[config.mk]
export PLATFORM = sky130hd
export DESIGN_NAME = anton_neopixel_decoder
export DESIGN_NICKNAME = d
export VERILOG_FILES = /design/src/rtl/anton_neopixel_decoder_pkg.sv /design/src/rtl/anton_sync_edge.sv /design/src/rtl/anton_neopixel_decoder.sv
export SDC_FILE = /design/constraint.sdc
export NUM_CORES = 1
export LEC_CHECK = 0
export BUFFER_PORTS_ARGS = -buffer_cell sky130_fd_sc_hd__buf_2
export CORE_MARGIN = 10
export CORE_UTILIZATION = 51
export CTS_CLUSTER_SIZE = 16
export DETAILED_ROUTE_END_ITERATION = 12
export PLACE_DENSITY = 0.74
export SLEW_MARGIN = 15
export SYNTH_ARGS = -nofsm -noshare
export SYNTH_HDL_FRONTEND = slang
export SYNTH_SLANG_ARGS = --single-unit
[constraint.sdc]
create_clock -name clk7mhz -period 2.1 [get_ports clk7mhz]
set_clock_uncertainty 0.05 [all_clocks]
set_input_delay 0.21 -clock clk7mhz [delete_from_list [all_inputs] [get_ports clk7mhz]]
set_output_delay 0.21 -clock clk7mhz [all_outputs]
set_load 0.01 [all_outputs]
[src/rtl/anton_neopixel_decoder_pkg.sv]
// rtl/anton_neopixel_decoder_pkg.sv - shared states, bit period and clog2 for the neopixel decoder
package anton_neopixel_decoder_pkg;

  // Nominal WS2812 bit period in 7 MHz ticks, shared with the transmitter.
  localparam int BIT_TICKS = 8;

  typedef enum logic [1:0] {
    ENUM_DEC_SYNC = 2'd0,
    ENUM_DEC_IDLE = 2'd1,
    ENUM_DEC_HIGH = 2'd2,
    ENUM_DEC_LOW  = 2'd3
  } dec_state_e;

  function automatic int clog2(input int value);
    int r;
    r = 0;
    while ((1 << r) < value) r++;
    return r;
  endfunction

endpackage

[src/rtl/anton_sync_edge.sv]
// rtl/anton_sync_edge.sv - two-flop synchronizer with registered rise/fall pulses
module anton_sync_edge (
  input  logic clk_i,
  input  logic rstn_i,
  input  logic d_i,
  output logic s_o,
  output logic rise_o,
  output logic fall_o
);

  logic [1:0] sync_q;
  logic       prev_q;
  logic       rise_q;
  logic       fall_q;

  // prev_q is the synchronized level aligned with the edge pulses.
  always_ff @(posedge clk_i or negedge rstn_i) begin
    if (!rstn_i) begin
      sync_q <= 2'b00;
      prev_q <= 1'b0;
      rise_q <= 1'b0;
      fall_q <= 1'b0;
    end else begin
      sync_q <= {sync_q[0], d_i};
      prev_q <= sync_q[1];
      rise_q <= sync_q[1] & ~prev_q;
      fall_q <= ~sync_q[1] & prev_q;
    end
  end

  assign s_o    = prev_q;
  assign rise_o = rise_q;
  assign fall_o = fall_q;

endmodule

[src/rtl/anton_neopixel_decoder.sv]
// rtl/anton_neopixel_decoder.sv - WS2812 line decoder into a byte capture buffer
// Optional glitch counter on errCount: ANTON_NEOPIXEL_DECODER_STATS_EN
module anton_neopixel_decoder
  import anton_neopixel_decoder_pkg::*;
#(
  parameter  int BUFFER_END  = 31,
  parameter  int RESET_TICKS = 280,
  parameter  int ONE_MIN     = 4,
  localparam int AW          = clog2(BUFFER_END + 1)
) (
  input  logic          clk7mhz,
  input  logic          rstn,
  input  logic          neoData,
  output logic          byteValid,
  output logic [AW-1:0] byteAddr,
  output logic [7:0]    byteData,
  output logic          frameDone,
  output logic [AW:0]   frameBytes,
  output logic          errGlitch,
  output logic          errOverflow,
  output logic          errPartial,
  input  logic          errClear,
  output logic [7:0]    errCount
);

  localparam logic [9:0] LO_END    = 10'(RESET_TICKS - 1);
  localparam logic [3:0] HI_GLITCH = 4'(BIT_TICKS);
  localparam logic [3:0] ONE_THR   = 4'(ONE_MIN);
  localparam logic [AW:0] ADDR_LAST = (AW+1)'(BUFFER_END);

  logic s, rise, fall;

  anton_sync_edge u_sync_edge (
    .clk_i  (clk7mhz),
    .rstn_i (rstn),
    .d_i    (neoData),
    .s_o    (s),
    .rise_o (rise),
    .fall_o (fall)
  );

  dec_state_e  state_q;
  logic [3:0]  hi_cnt_q;
  logic [9:0]  lo_cnt_q;
  logic [3:0]  bit_cnt_q;
  logic [7:0]  shift_q;
  logic [AW:0] addr_q;
  logic        byte_valid_q, frame_done_q;
  logic [AW-1:0] byte_addr_q;
  logic [7:0]  byte_data_q;
  logic [AW:0] frame_bytes_q;
  logic        err_glitch_q, err_overflow_q, err_partial_q;

  logic       glitch_evt;
  logic       bit_val;
  logic [7:0] next_byte;

  // A still-high pulse at BIT_TICKS is already too wide, so it aborts without waiting for the fall.
  assign glitch_evt = (state_q == ENUM_DEC_HIGH) &&
                      ((hi_cnt_q >= HI_GLITCH) || (fall && hi_cnt_q == 4'd0));
  assign bit_val    = (hi_cnt_q >= ONE_THR);
  assign next_byte  = {shift_q[6:0], bit_val};

  always_ff @(posedge clk7mhz or negedge rstn) begin
    if (!rstn) begin
      state_q        <= ENUM_DEC_SYNC;
      hi_cnt_q       <= '0;
      lo_cnt_q       <= '0;
      bit_cnt_q      <= '0;
      shift_q        <= '0;
      addr_q         <= '0;
      byte_valid_q   <= 1'b0;
      frame_done_q   <= 1'b0;
      byte_addr_q    <= '0;
      byte_data_q    <= '0;
      frame_bytes_q  <= '0;
      err_glitch_q   <= 1'b0;
      err_overflow_q <= 1'b0;
      err_partial_q  <= 1'b0;
    end else begin
      byte_valid_q <= 1'b0;
      frame_done_q <= 1'b0;
      if (errClear) begin
        err_glitch_q   <= 1'b0;
        err_overflow_q <= 1'b0;
        err_partial_q  <= 1'b0;
      end
      case (state_q)
        ENUM_DEC_SYNC: begin
          if (s) begin
            lo_cnt_q <= '0;
          end else if (lo_cnt_q >= LO_END) begin
            lo_cnt_q <= '0;
            state_q  <= ENUM_DEC_IDLE;
          end else begin
            lo_cnt_q <= lo_cnt_q + 10'd1;
          end
        end
        ENUM_DEC_IDLE: begin
          if (rise) begin
            hi_cnt_q <= 4'd1;
            state_q  <= ENUM_DEC_HIGH;
          end
        end
        ENUM_DEC_HIGH: begin
          if (glitch_evt) begin
            err_glitch_q <= 1'b1;
            bit_cnt_q    <= '0;
            lo_cnt_q     <= '0;
            state_q      <= ENUM_DEC_SYNC;
          end else if (fall) begin
            shift_q  <= next_byte;
            lo_cnt_q <= 10'd1;
            state_q  <= ENUM_DEC_LOW;
            if (bit_cnt_q == 4'd7) begin
              bit_cnt_q <= '0;
              if (addr_q <= ADDR_LAST) begin
                byte_valid_q <= 1'b1;
                byte_addr_q  <= addr_q[AW-1:0];
                byte_data_q  <= next_byte;
                addr_q       <= addr_q + 1'b1;
              end else begin
                err_overflow_q <= 1'b1;
              end
            end else begin
              bit_cnt_q <= bit_cnt_q + 4'd1;
            end
          end else if (hi_cnt_q != 4'hF) begin
            hi_cnt_q <= hi_cnt_q + 4'd1;
          end
        end
        ENUM_DEC_LOW: begin
          if (rise) begin
            hi_cnt_q <= 4'd1;
            state_q  <= ENUM_DEC_HIGH;
          end else if (lo_cnt_q >= LO_END) begin
            frame_done_q  <= 1'b1;
            frame_bytes_q <= addr_q;
            if (bit_cnt_q != 4'd0) err_partial_q <= 1'b1;
            addr_q    <= '0;
            bit_cnt_q <= '0;
            state_q   <= ENUM_DEC_IDLE;
          end else if (lo_cnt_q != 10'h3FF) begin
            lo_cnt_q <= lo_cnt_q + 10'd1;
          end
        end
        default: state_q <= ENUM_DEC_SYNC;
      endcase
    end
  end

`ifdef ANTON_NEOPIXEL_DECODER_STATS_EN
  logic [7:0] err_count_q;

  always_ff @(posedge clk7mhz or negedge rstn) begin
    if (!rstn) begin
      err_count_q <= '0;
    end else if (errClear) begin
      err_count_q <= glitch_evt ? 8'd1 : 8'd0;
    end else if (glitch_evt && err_count_q != 8'hFF) begin
      err_count_q <= err_count_q + 8'd1;
    end
  end

  assign errCount = err_count_q;
`else
  assign errCount = 8'd0;
`endif

  assign byteValid   = byte_valid_q;
  assign byteAddr    = byte_addr_q;
  assign byteData    = byte_data_q;
  assign frameDone   = frame_done_q;
  assign frameBytes  = frame_bytes_q;
  assign errGlitch   = err_glitch_q;
  assign errOverflow = err_overflow_q;
  assign errPartial  = err_partial_q;

endmodule

After elaboration in Yosys (flattened, before gate mapping)
Index checks and enable logic that the tools add are counted.
- register bits: 62
- logic and storage cells: 125
- output and inout port bits: 32
- input port bits: 4
- $add $sub $neg: 4
- bitwise logic cells: 6
- equal/unequal tests: 20
- multiplexer cells: 55
- reduce and logical (&&, ||, !) cells: 18
- order comparisons: 4
- operators with widths (cell ; number):
    two-way mux 10 bit ; 7
    two-way mux 4 bit ; 9
    two-way mux 6 bit ; 6
    one-hot mux 10 bit (3 select lines) ; 1
    two-way mux 1 bit ; 22
    one-hot mux 4 bit (2 select lines) ; 2
    AND reduction 5 bit ; 3
    inequality test 2 bit (second input constant) ; 7
    two-way mux 2 bit ; 6
    inequality test 2 x 1 -> 1 bit (second input constant) ; 6
    one-hot mux 6 bit (2 select lines) ; 1
    adder 10 x 1 -> 10 bit (second input constant) ; 1
    greater-or-equal comparator 10 x 9 -> 1 bit (second input constant) ; 1
    inequality test 10 bit (second input constant) ; 1
    AND reduction 3 bit ; 3
    adder 4 x 1 -> 4 bit (second input constant) ; 2
    one-hot mux 2 bit (4 select lines) ; 1
    AND reduction 7 bit ; 1
    adder 6 x 1 -> 6 bit (second input constant) ; 1
    <= comparator 6 x 5 -> 1 bit (second input constant) ; 1
    == test 2 bit (second input constant) ; 2
    == test 4 x 3 -> 1 bit (second input constant) ; 1
    greater-or-equal comparator 4 x 3 -> 1 bit (second input constant) ; 1
    greater-or-equal comparator 4 bit (second input constant) ; 1
    other kinds (14) ; 20

Depth between registers and ports, before layout
Gate-level depths: netlist (run 1).
- word-level depth: 6
- gate-level depth with buffers: 10
- mapped depth without buffers: 9

Hierarchy
From an unflattened synthesis (run 1), not the netlist that was laid out.
- cell total of the unflattened synthesis: 267
- area total of the unflattened synthesis: 2969.1 um2
- modules (own cells, without submodules) (module ; area each (um2) ; times used ; cells an instance ; seq. area each (um2)):
    anton_neopixel_decoder ; 2829.0 ; 1 ; 260 ; 1426.4
    anton_sync_edge ; 140.1 ; 1 ; 7 ; 125.1

Least setup slack after synthesis (run 1)
OpenSTA, ideal clock, no wires.
- path type: reg2reg
- start: register hi_cnt_q[0]
- end: register addr_q[4]
- buffers on the path: 1
- cell stages (with the launch flop): 11
- arrival: 2107 ps
- required time: 1970 ps
- slack: -137 ps
- cell sequence: dfrtp_1 -> inv_1 -> ha_1 -> nor2b_1 -> or2_1 -> or3_1 -> buf_6 -> clkinv_8 -> o22ai_4 -> or3_1 -> a21oi_1
- longest elaborated chain between the ends: 6
- ends and longest elaborated chain (item ; RTL line ; source):
    start, declared ; anton_neopixel_decoder.sv:43 ; logic [3:0] hi_cnt_q;
    start signal, assigned ; anton_neopixel_decoder.sv:129 ; hi_cnt_q <= hi_cnt_q + 4'd1;
    branches (longest 2 deep; another with greater-or-equal comparator 4 bit) ; n/a ;
    logical OR 1 bit (*) ; anton_neopixel_decoder.sv:60 ; ((hi_cnt_q >= HI_GLITCH) || (fall && hi_cnt_q == 4'd0));
    logical AND 1 bit (*) ; anton_neopixel_decoder.sv:59 ; assign glitch_evt = (state_q == ENUM_DEC_HIGH) &&
    inequality test 2 bit (no line) (*) ; n/a ;
    AND reduction 7 bit (no line) (*) ; n/a ;
    end signal, assigned ; anton_neopixel_decoder.sv:121 ; addr_q <= addr_q + 1'b1;
    end, declared ; anton_neopixel_decoder.sv:47 ; logic [AW:0] addr_q;
Mark *: on every way between the ends.
A chain may end at the register's enable or synchronous reset.

Final worst setup path (run 1)
- start: register hi_cnt_q[1]
- end: register addr_q[2]
The elaborated chain is that of the path after synthesis.

==> results of run 1 <==
-- path summary, 6_finish.rpt --
kind,startpoint,slack [ps],end,cells after the start
setup / recovery,hi_cnt_q[1],20,addr_q[2],9
hold / removal,rstn,-20,frameBytes[0],2
setup reg to reg,hi_cnt_q[1],20,addr_q[2],9
hold reg to reg,u_sync_edge.sync_q[0],300,u_sync_edge.sync_q[1],0
max in group asynchronous,rstn,1510,errGlitch,2
min in group clk7mhz,errClear,40,errPartial,2
-- state kept, by name, summed over array words and instances (netlist names) --
name / cells
addr_q: 6
bit_cnt_q: 4
byteAddr: 5
byteData: 8
byteValid: 1
errGlitch: 1
errOverflow: 1
errPartial: 1
frameBytes: 6
frameDone: 1
hi_cnt_q: 4
lo_cnt_q: 10
shift_q: 7
state_q: 2
u_sync_edge.fall_o: 1
u_sync_edge.rise_o: 1
u_sync_edge.s_o: 1
u_sync_edge.sync_q: 2
-- stage by stage --
step / setup WS, ps / hold slack (ps)
after floorplan: -31.2 / -136
after global placement: 49.3 / 269
after detailed placement: -42.6 / 271
after CTS: 1.84 / 9.08
after global routing: -66.4 / 39.2
final: 16.8 / -15.8
-- metal layers --
metal	vias to the layer above	global-route usage, %	wire, um
met3	9	4.52	359
li1	1045	-	-
met4	0	6.46	89
met5	-	0	0
met1	1014	16.5	2450
met2	41	21.2	2780
-- layout make-up --
| class | count | area (sq um) | share of cell area [%] |
|---|---|---|---|
| flip-flops and latches | 62 | 1550 | 45.9 |
| multi-input cells | 191 | 1150 | 34.1 |
| repair buffers | 46 | 293 | 8.66 |
| clock buffers | 10 | 128 | 3.77 |
| well taps | 72 | 90.1 | 2.66 |
| clock inverters | 6 | 86.3 | 2.55 |
| inverters | 18 | 80.1 | 2.37 |
-- kinds of logic after synthesis --
logic type      after synthesis  share of synthesized area, %
fa+ha+maj                     6                          2.66
mux                          13                          5.18
simple gates                101                          16.3
compound gates               63                          14.3
buf+inv                      33                          6.51
flops                        62                          54.9
other cells                   1                         0.133
-- cell usage in the layout, fill, tap and decap left out, types with 2 or more instances in the layout --
master	instances
bufinv_16	2
o22ai_1	7
o31ai_1	2
nand2b_1	4
nor2b_1	2
nor2_1	9
o21a_1	2
nand3_1	8
clkinv_2	2
o21bai_1	3
ha_2	2
or3_1	3
a22oi_1	2
a21oi_1	15
conb_1	8
inv_1	16
buf_4	17
nand2_1	56
nor3_1	7
and3_1	2
buf_2	27
clkbuf_8	9
mux2_2	12
dfrtp_1	62
ha_1	4
o21ai_0	17
-- where the power goes --
| part | total (W) | switching (W) | internal (W) |
|---|---|---|---|
| clock network | 0.00114 | 0.000471 | 0.000666 |
| registers | 0.00121 | 0.00000905 | 0.00120 |
| logic | 0.0000688 | 0.0000489 | 0.0000199 |
-- worst max-delay path, stage by stage (launching register included) --
cell      delay [ps]
dfrtp_1          350
inv_1             50
ha_2             160
nor2b_4          120
or2_1            230
or3_4            420
clkinv_8          70
o22ai_4           80
or3_1            330
a21oi_1          140
-- repair_timing --
item                       in CTS  in global routing
hold buffers                    1                  0
pin swaps                       0                  3
setup endpoints to repair       3                  6
buffers inserted                0                  1
gates resized for setup         1                  3
hold endpoints to repair        1                  0
==> results.sh, run 1 <==
export IMPL_cts_tree="yes"
export IMPL_report_power_total_w=0.00242
export IMPL_synthTopCellsByCount="62 x dfrtp_1, 56 x nand2_1, 18 x o21ai_0"
export IMPL_drt_iter0_markers=90
export IMPL_fin_nets=338
export IMPL_status="finished, violations left"
export IMPL_die_h_um=94.4
export IMPL_routed_wl_um=5680
export IMPL_grt_pass1_wl_um=9590
export IMPL_fmax_mhz=480
export IMPL_netlist_area_sq_um=2820
export IMPL_cts_made_buffers=9
export IMPL_finalCritPeriodShare_pct=99.2
export IMPL_clk_latency_ps=340
export IMPL_fin_cells=405
export IMPL_synth_area_leaders="dfrtp_1 55%, nand2_1 7.4%, mux2_2 5.2%"
export IMPL_post_route_drc_count=0
export IMPL_synth_warnings=0
export IMPL_holdWs_ps=-15.8
export IMPL_postPlaceCellArea_sq_um=3130
export IMPL_avgViaCountPerCell=5.21
export IMPL_avgSynthCellArea_sq_um=10.1
export IMPL_ant_nets=0
export IMPL_hp_class="primary input to async pin"
export IMPL_cts_max_path_buffers=2
export IMPL_report_final_slew_viol_count=0
export IMPL_initial_core_util_pct=51.9
export IMPL_cts_root_buf="clkbuf_8"
export IMPL_htree_num_levels=3
export IMPL_drv_cap=0
export IMPL_fin_area_sq_um=3380
export IMPL_port_buffers=27
export IMPL_first_global_vias=2042
export IMPL_crit_arrival_ps=2290
export IMPL_startpoint_type="flip-flop"
export IMPL_setup_viol=0
export IMPL_dieArea_sq_um=8910
export IMPL_antenna_found_initial=0
export IMPL_via_count=2109
export IMPL_syn_inst=279
export IMPL_synth_largest_area_cell="dfrtp_1"
export IMPL_async_flop_share_pct=100
export IMPL_synth_top_area_share_pct=54.9
export IMPL_ys_seq_area_share_pct=54.9
export IMPL_synth_cell_type_count=46
export IMPL_routedWlPerCell_um=14.0
export IMPL_cp_max_fo=7
export IMPL_synth_ff_type="dfrtp_1"
export IMPL_leakagePower_nw=1.67
export IMPL_power_density_nw_per_um2=715
export IMPL_clock_sinks=62
export IMPL_criticalPathCategory="flip-flop to flip-flop"
export IMPL_area_growth_pct=19.8
export IMPL_core_area_sq_um=5440
export IMPL_dp_hpwl_um=3940
export IMPL_synth_most_common_cell="dfrtp_1"
export IMPL_fin_setup_tns_ps=0
export IMPL_violations="hold timing"
export IMPL_fin_util_pct=62.2
export IMPL_place_inst=387
export IMPL_crit_path_end_kind="flip-flop"
export IMPL_rsz0062_at_grt="yes"
export IMPL_grt_start_max_net_pins=63
export IMPL_final_fill_count=469
export IMPL_core_rowCount=27
export IMPL_dr_pass1_iters=4
export IMPL_pin_count=36
export IMPL_clk_pin_slew_ps=70
export IMPL_gp_congestion=0.833
export IMPL_critical_path_required_ps=2300
export IMPL_final_hold_violation_count=32
export IMPL_relSlewSlack_pct=49.4
export IMPL_overflow=0
export IMPL_synth_seq_cells=62
export IMPL_grt_usage_pct=13.5
export IMPL_worst_pin_slew_ps=759
export IMPL_ir_worst_vdd_v=0.000441
export IMPL_synth_edff_count=0
export IMPL_die_w_um=94.4
export IMPL_layout_drive_gt1_share_pct=24.6
export IMPL_diodes=0
export IMPL_finalCriticalPeriod_ps=2080
Note: power is estimated with default switching activity, not from simulation.
==> inputs of run 2 (changes only) <==
- CORE_UTILIZATION: 51 -> 61
- PLACE_DENSITY: 0.74 -> 0.83
- clock period: 2.1 -> 2.4 ns (I/O delays scaled with it)
==> run 2 against run 1 <==
  * The run now ends clean
  * Sequential share of layout area up 0.74 points
  * Wire length is 4.2% higher
  * Utilization increased by 13 points
  * Sequential power is 12% lower
  * Critical path depth unchanged
  * Non-clock buffer count is 1 lower
  * Total power is 8.5% lower
  * First-iteration DRC count up 20%
  * Cell area is 1.6% lower
  * Die area decreased by 13%
  * Highest routed layer unchanged
==> results.sh, run 2 (synthesized netlist as in run 1, its figures left out) <==
export IMPL_avgViaCountPerCell=5.66
export IMPL_critical_path_required_ps=2610
export IMPL_initial_core_util_pct=64.0
export IMPL_dr_pass1_iters=4
export IMPL_crit_path_end_kind="flip-flop"
export IMPL_status="finished, final reports clean"
export IMPL_routed_wl_um=5920
export IMPL_startpoint_type="flip-flop"
export IMPL_routedWlPerCell_um=15.4
export IMPL_regMostFlops="lo_cnt_q"
export IMPL_cts_tree="yes"
export IMPL_via_count=2174
export IMPL_overflow=0
export IMPL_layout_drive_gt1_share_pct=22.9
export IMPL_ant_nets=0
export IMPL_cts_max_path_buffers=2
export IMPL_first_global_vias=2234
export IMPL_core_area_sq_um=4410
export IMPL_final_hold_violation_count=0
export IMPL_finalCritPeriodShare_pct=93.6
export IMPL_fin_nets=337
export IMPL_drv_cap=0
export IMPL_multi_input_area_sq_um=1120
export IMPL_setup_ws_ps=153
export IMPL_ir_worst_vdd_v=0.000477
export IMPL_final_fill_count=309
export IMPL_antenna_found_initial=0
export IMPL_die_w_um=88.0
export IMPL_relSlewSlack_pct=50.6
export IMPL_power_density_nw_per_um2=665
export IMPL_clk_latency_ps=340
export IMPL_criticalPathCategory="flip-flop to flip-flop"
export IMPL_layout_common_cells="62 x dfrtp_1, 56 x nand2_1, 27 x buf_2, 18 x o21ai_0"
export IMPL_port_buffers=27
export IMPL_crit_arrival_ps=2460
export IMPL_drt_iter0_markers=108
export IMPL_worstRegToRegCells=9
export IMPL_rsz0062_at_grt="no"
export IMPL_grt_usage_pct=16.6
export IMPL_core_rowCount=24
export IMPL_regArea_sq_um=1550
export IMPL_holdWs_ps=90.5
export IMPL_diodes=0
export IMPL_clock_sinks=62
export IMPL_dp_hpwl_um=4130
export IMPL_postPlaceCellArea_sq_um=3060
export IMPL_report_final_slew_viol_count=0
export IMPL_die_h_um=88.0
export IMPL_fin_setup_tns_ps=0
export IMPL_final_common_cell="dfrtp_1"
export IMPL_finalCriticalPeriod_ps=2250
export IMPL_setup_viol=0
export IMPL_grt_pass1_wl_um=10200
export IMPL_gp_congestion=0.807
export IMPL_cp_max_fo=10
export IMPL_grt_start_max_net_pins=35
export IMPL_leakagePower_nw=1.67
export IMPL_cts_root_buf="clkbuf_8"
export IMPL_hp_class="primary input to flip-flop"
export IMPL_cts_made_buffers=9
export IMPL_dpl_worst_slack_ps=87.7
export IMPL_report_power_total_w=0.00221
export IMPL_post_route_drc_count=0
export IMPL_area_growth_pct=17.9
export IMPL_worst_pin_slew_ps=742
export IMPL_dieArea_sq_um=7750
export IMPL_htree_num_levels=3
export IMPL_fmax_mhz=445
export IMPL_largest_register_ffs=10
export IMPL_fin_area_sq_um=3330
export IMPL_hold_depth=2
export IMPL_pin_count=36
export IMPL_clk_pin_slew_ps=70
## run 2: area by class of cell
class | instances | area share [%]
flip-flops and latches | 62 | 46.6
repair buffers | 45 | 8.27
multi-input cells | 191 | 33.6
inverters | 18 | 2.41
clock inverters | 7 | 3.38
clock buffers | 9 | 3.72
well taps | 52 | 1.95
## run 2: stage by stage
step | utilization, % | std cells
6_report | 75.4 | 384
3_5_place_dp | 69.3 | 365
4_1_cts | 75.1 | 383
3_3_place_gp | 69.3 | 365
2_1_floorplan | - | 286
5_1_grt | 75.4 | 384
## run 2: final timing paths
kind	from	end	slack (ps)
min in group asynchronous	rstn	addr_q[3]	450
max in group asynchronous	rstn	hi_cnt_q[2]	1160
setup reg to reg	hi_cnt_q[1]	addr_q[3]	150
hold / removal	errClear	errPartial	90
hold reg to reg	u_sync_edge.sync_q[0]	u_sync_edge.sync_q[1]	310
setup / recovery	hi_cnt_q[1]	addr_q[3]	150
## run 2: repair_timing
action	in CTS	in global routing
gates resized for setup	0	1
hold buffers	2	0
hold endpoints to repair	33	0
endpoints found under the setup margin	0	3
buffers inserted	0	1
## run 2: where the power goes
part           internal (W)  switching, W
Sequential          0.00105    0.00000955
Combinational     0.0000168     0.0000410
Clock              0.000684      0.000408
Total               0.00175      0.000458
## run 2: metal layers
metal  global-route usage [%]  vias up  wire [um]
li1                         -     1048          -
met1                     18.8     1054       2460
met2                     28.2       64       3000
met3                     5.29        8        377
met4                     7.13        0         78
met5                        0        -          0
## run 2: critical path, cell delays in order, from the launching register on
cell and delay (ps):
dfrtp_1 370, inv_1 50, ha_1 160, nor2b_1 150, or2_1 250, or3_4 410
clkinv_8 90, o22ai_4 90, or3_1 390, a21oi_1 160
==> inputs of run 3 (changes only) <==
- REMOVE_ABC_BUFFERS: not set -> 1
==> run 3 against run 2 <==
  * Non-clock buffer count stayed put
  * Via count decreased by 2.1%
  * Sequential power about the same
  * Worst setup slack better by 0.57 ps
  * Clock power decreased by 17%
  * Combinational power shrank 0.7%
  * Total power decreased by 8.4%
  * Cell area fell by 0.68%
  * Utilization down 0.51 points
  * Sequential share of layout area up 0.32 points
  * Wire length down 9.5%
  * Cell count stayed put
==> results.sh, run 3 (synthesized netlist as in run 1, its figures left out) <==
export IMPL_post_route_drc_count=0
export IMPL_gp_congestion=0.823
export IMPL_layout_drive_gt1_share_pct=22.3
export IMPL_cts_tree="yes"
export IMPL_cts_max_path_buffers=2
export IMPL_cts_made_buffers=9
export IMPL_hold_start="errClear"
export IMPL_leakagePower_nw=1.66
export IMPL_die_w_um=88.0
export IMPL_p_sw_w=0.000419
export IMPL_r2r_setup_slack_ps=150
export IMPL_die_h_um=88.0
export IMPL_final_common_cell="dfrtp_1"
export IMPL_grt_usage_pct=15.0
export IMPL_htree_num_levels=3
export IMPL_hold_depth=2
export IMPL_drt_iter0_markers=88
export IMPL_relSlewSlack_pct=57.8
export IMPL_reg2reg_from="hi_cnt_q[0]"
export IMPL_layout_common_cells="62 x dfrtp_1, 56 x nand2_1, 27 x buf_2, 18 x o21ai_0"
export IMPL_cp_max_fo=11
export IMPL_rsz0062_at_grt="no"
export IMPL_startpoint_type="flip-flop"
export IMPL_routedWlPerCell_um=13.9
export IMPL_swShare_pct=20.7
export IMPL_regMostFlops="lo_cnt_q"
export IMPL_avgViaCountPerCell=5.54
export IMPL_dr_pass1_iters=4
export IMPL_final_hold_violation_count=0
export IMPL_finalCritPeriodShare_pct=93.6
export IMPL_core_area_sq_um=4410
export IMPL_initial_core_util_pct=64.0
export IMPL_crit_arrival_ps=2450
export IMPL_pin_count=36
export IMPL_clk_latency_ps=330
export IMPL_diodes=0
export IMPL_ant_nets=0
export IMPL_r2r_end="addr_q[3]"
export IMPL_report_final_slew_viol_count=0
export IMPL_worstRegToRegCells=9
export IMPL_ir_worst_vdd_v=0.000473
export IMPL_fin_util_pct=74.9
export IMPL_area_growth_pct=17.1
export IMPL_fin_nets=337
export IMPL_core_rowCount=24
export IMPL_grt_pass1_wl_um=9230
export IMPL_fmax_mhz=445
export IMPL_grt_start_max_net_pins=35
export IMPL_routed_wl_um=5360
export IMPL_report_power_total_w=0.00203
export IMPL_worst_pin_slew_ps=633
export IMPL_first_global_vias=2056
export IMPL_internal_power_w=0.00161
export IMPL_antenna_found_initial=0
export IMPL_drv_cap=0
export IMPL_cts_root_buf="clkbuf_8"
export IMPL_port_buffers=27
export IMPL_p_seq_share_pct=52.5
export IMPL_clock_sinks=62
export IMPL_clk_pin_slew_ps=70
export IMPL_largest_register_ffs=10
export IMPL_dieArea_sq_um=7750
export IMPL_finalCriticalPeriod_ps=2250
export IMPL_whs_endpoint="errGlitch"
export IMPL_clock_power_share_pct=44.6
export IMPL_crit_path_end_kind="flip-flop"
export IMPL_status="finished, final reports clean"
export IMPL_setup_viol=0
export IMPL_via_count=2129
export IMPL_dp_hpwl_um=3890
export IMPL_hp_class="primary input to flip-flop"
export IMPL_power_density_nw_per_um2=613
export IMPL_critical_path_required_ps=2600
export IMPL_power_frac_comb_pct=2.8
export IMPL_overflow=0
export IMPL_criticalPathCategory="flip-flop to flip-flop"
run 3: cell count changes in the layout (fill, tap and decap cells not counted), sizes merged:
cell and change:
bufinv -2, clkbuf +4, clkinv -2
run 3: final cells by class:
| cell class | count | area, sq um |
|---|---|---|
| timing repair buffer | 45 | 288 |
| clock inverter | 3 | 42.5 |
| clock buffer | 13 | 159 |
| tap | 52 | 65.1 |
| sequential | 62 | 1550 |
| fill | 309 | 1110 |
| multi-input combinational | 191 | 1120 |
| inverter | 18 | 80.1 |
run 3: critical path: stages (launching register included):
cell and delay (ps):
dfrtp_1 350, inv_1 50, ha_1 190, nor2b_1 160, or2_1 250, or3_4 420, clkinv_8 100, o22ai_4 90
or3_1 360, a21oi_1 150
run 3: how the worst max path moves through the flow:
stage	start	end	slack, ps	cells after the start
6_report	hi_cnt_q[0]	addr_q[3]	150	9
5_1_grt	hi_cnt_q[0]	addr_q[3]	5	9
4_1_cts	hi_cnt_q[1]	addr_q[4]	40	9
3_5_place_dp	hi_cnt_q[1]	addr_q[4]	90	9
3_3_place_gp	hi_cnt_q[1]	addr_q[4]	160	9
2_1_floorplan	hi_cnt_q[0]	addr_q[4]	-60	9
run 3: repair_timing:
item | 4_1_cts | 5_1_grt
endpoints found under the hold margin | 29 | 0
setup buffers | 0 | 3
endpoints found under the setup margin | 0 | 5
hold buffers | 2 | 0
gates resized for setup | 0 | 1
run 3: power by group through the flow:
stage / Sequential, W / Clock, W / Combinational [W]
after detailed placement: 0.00108 / 0 / 0.0000562
after global routing: 0.00106 / 0.000964 / 0.0000672
after CTS: 0.00106 / 0.000926 / 0.0000588
after global placement: 0.00108 / 0 / 0.0000556
after floorplan: 0.00108 / 0 / 0.0000249
final: 0.00106 / 0.000904 / 0.0000574
run 3: metal layers:
| metal | routed length [um] | part of all wire (%) | up-vias | track usage [%] |
|---|---|---|---|---|
| li1 | - | - | 1049 | - |
| met4 | 63 | 1.2 | 0 | 6.13 |
| met3 | 329 | 6.1 | 8 | 5.11 |
| met1 | 2390 | 45 | 1029 | 17.8 |
| met2 | 2570 | 48 | 43 | 24.5 |
| met5 | 0 | 0 | - | 0 |
run 3: per-stage QoR:
step | instances | worst slack [ps] | area [sq um] | hold WS (ps) | TNS [ps]
floorplan | 271 | -63.4 | 2750 | -106 | -152
global placement | 363 | 157 | 3060 | 241 | 0
detailed placement | 363 | 90.7 | 3060 | 244 | 0
CTS | 381 | 35.3 | 3280 | 87.8 | 0
global route | 384 | 4.91 | 3310 | 95.2 | 0
finish | 384 | 153 | 3310 | 104 | 0
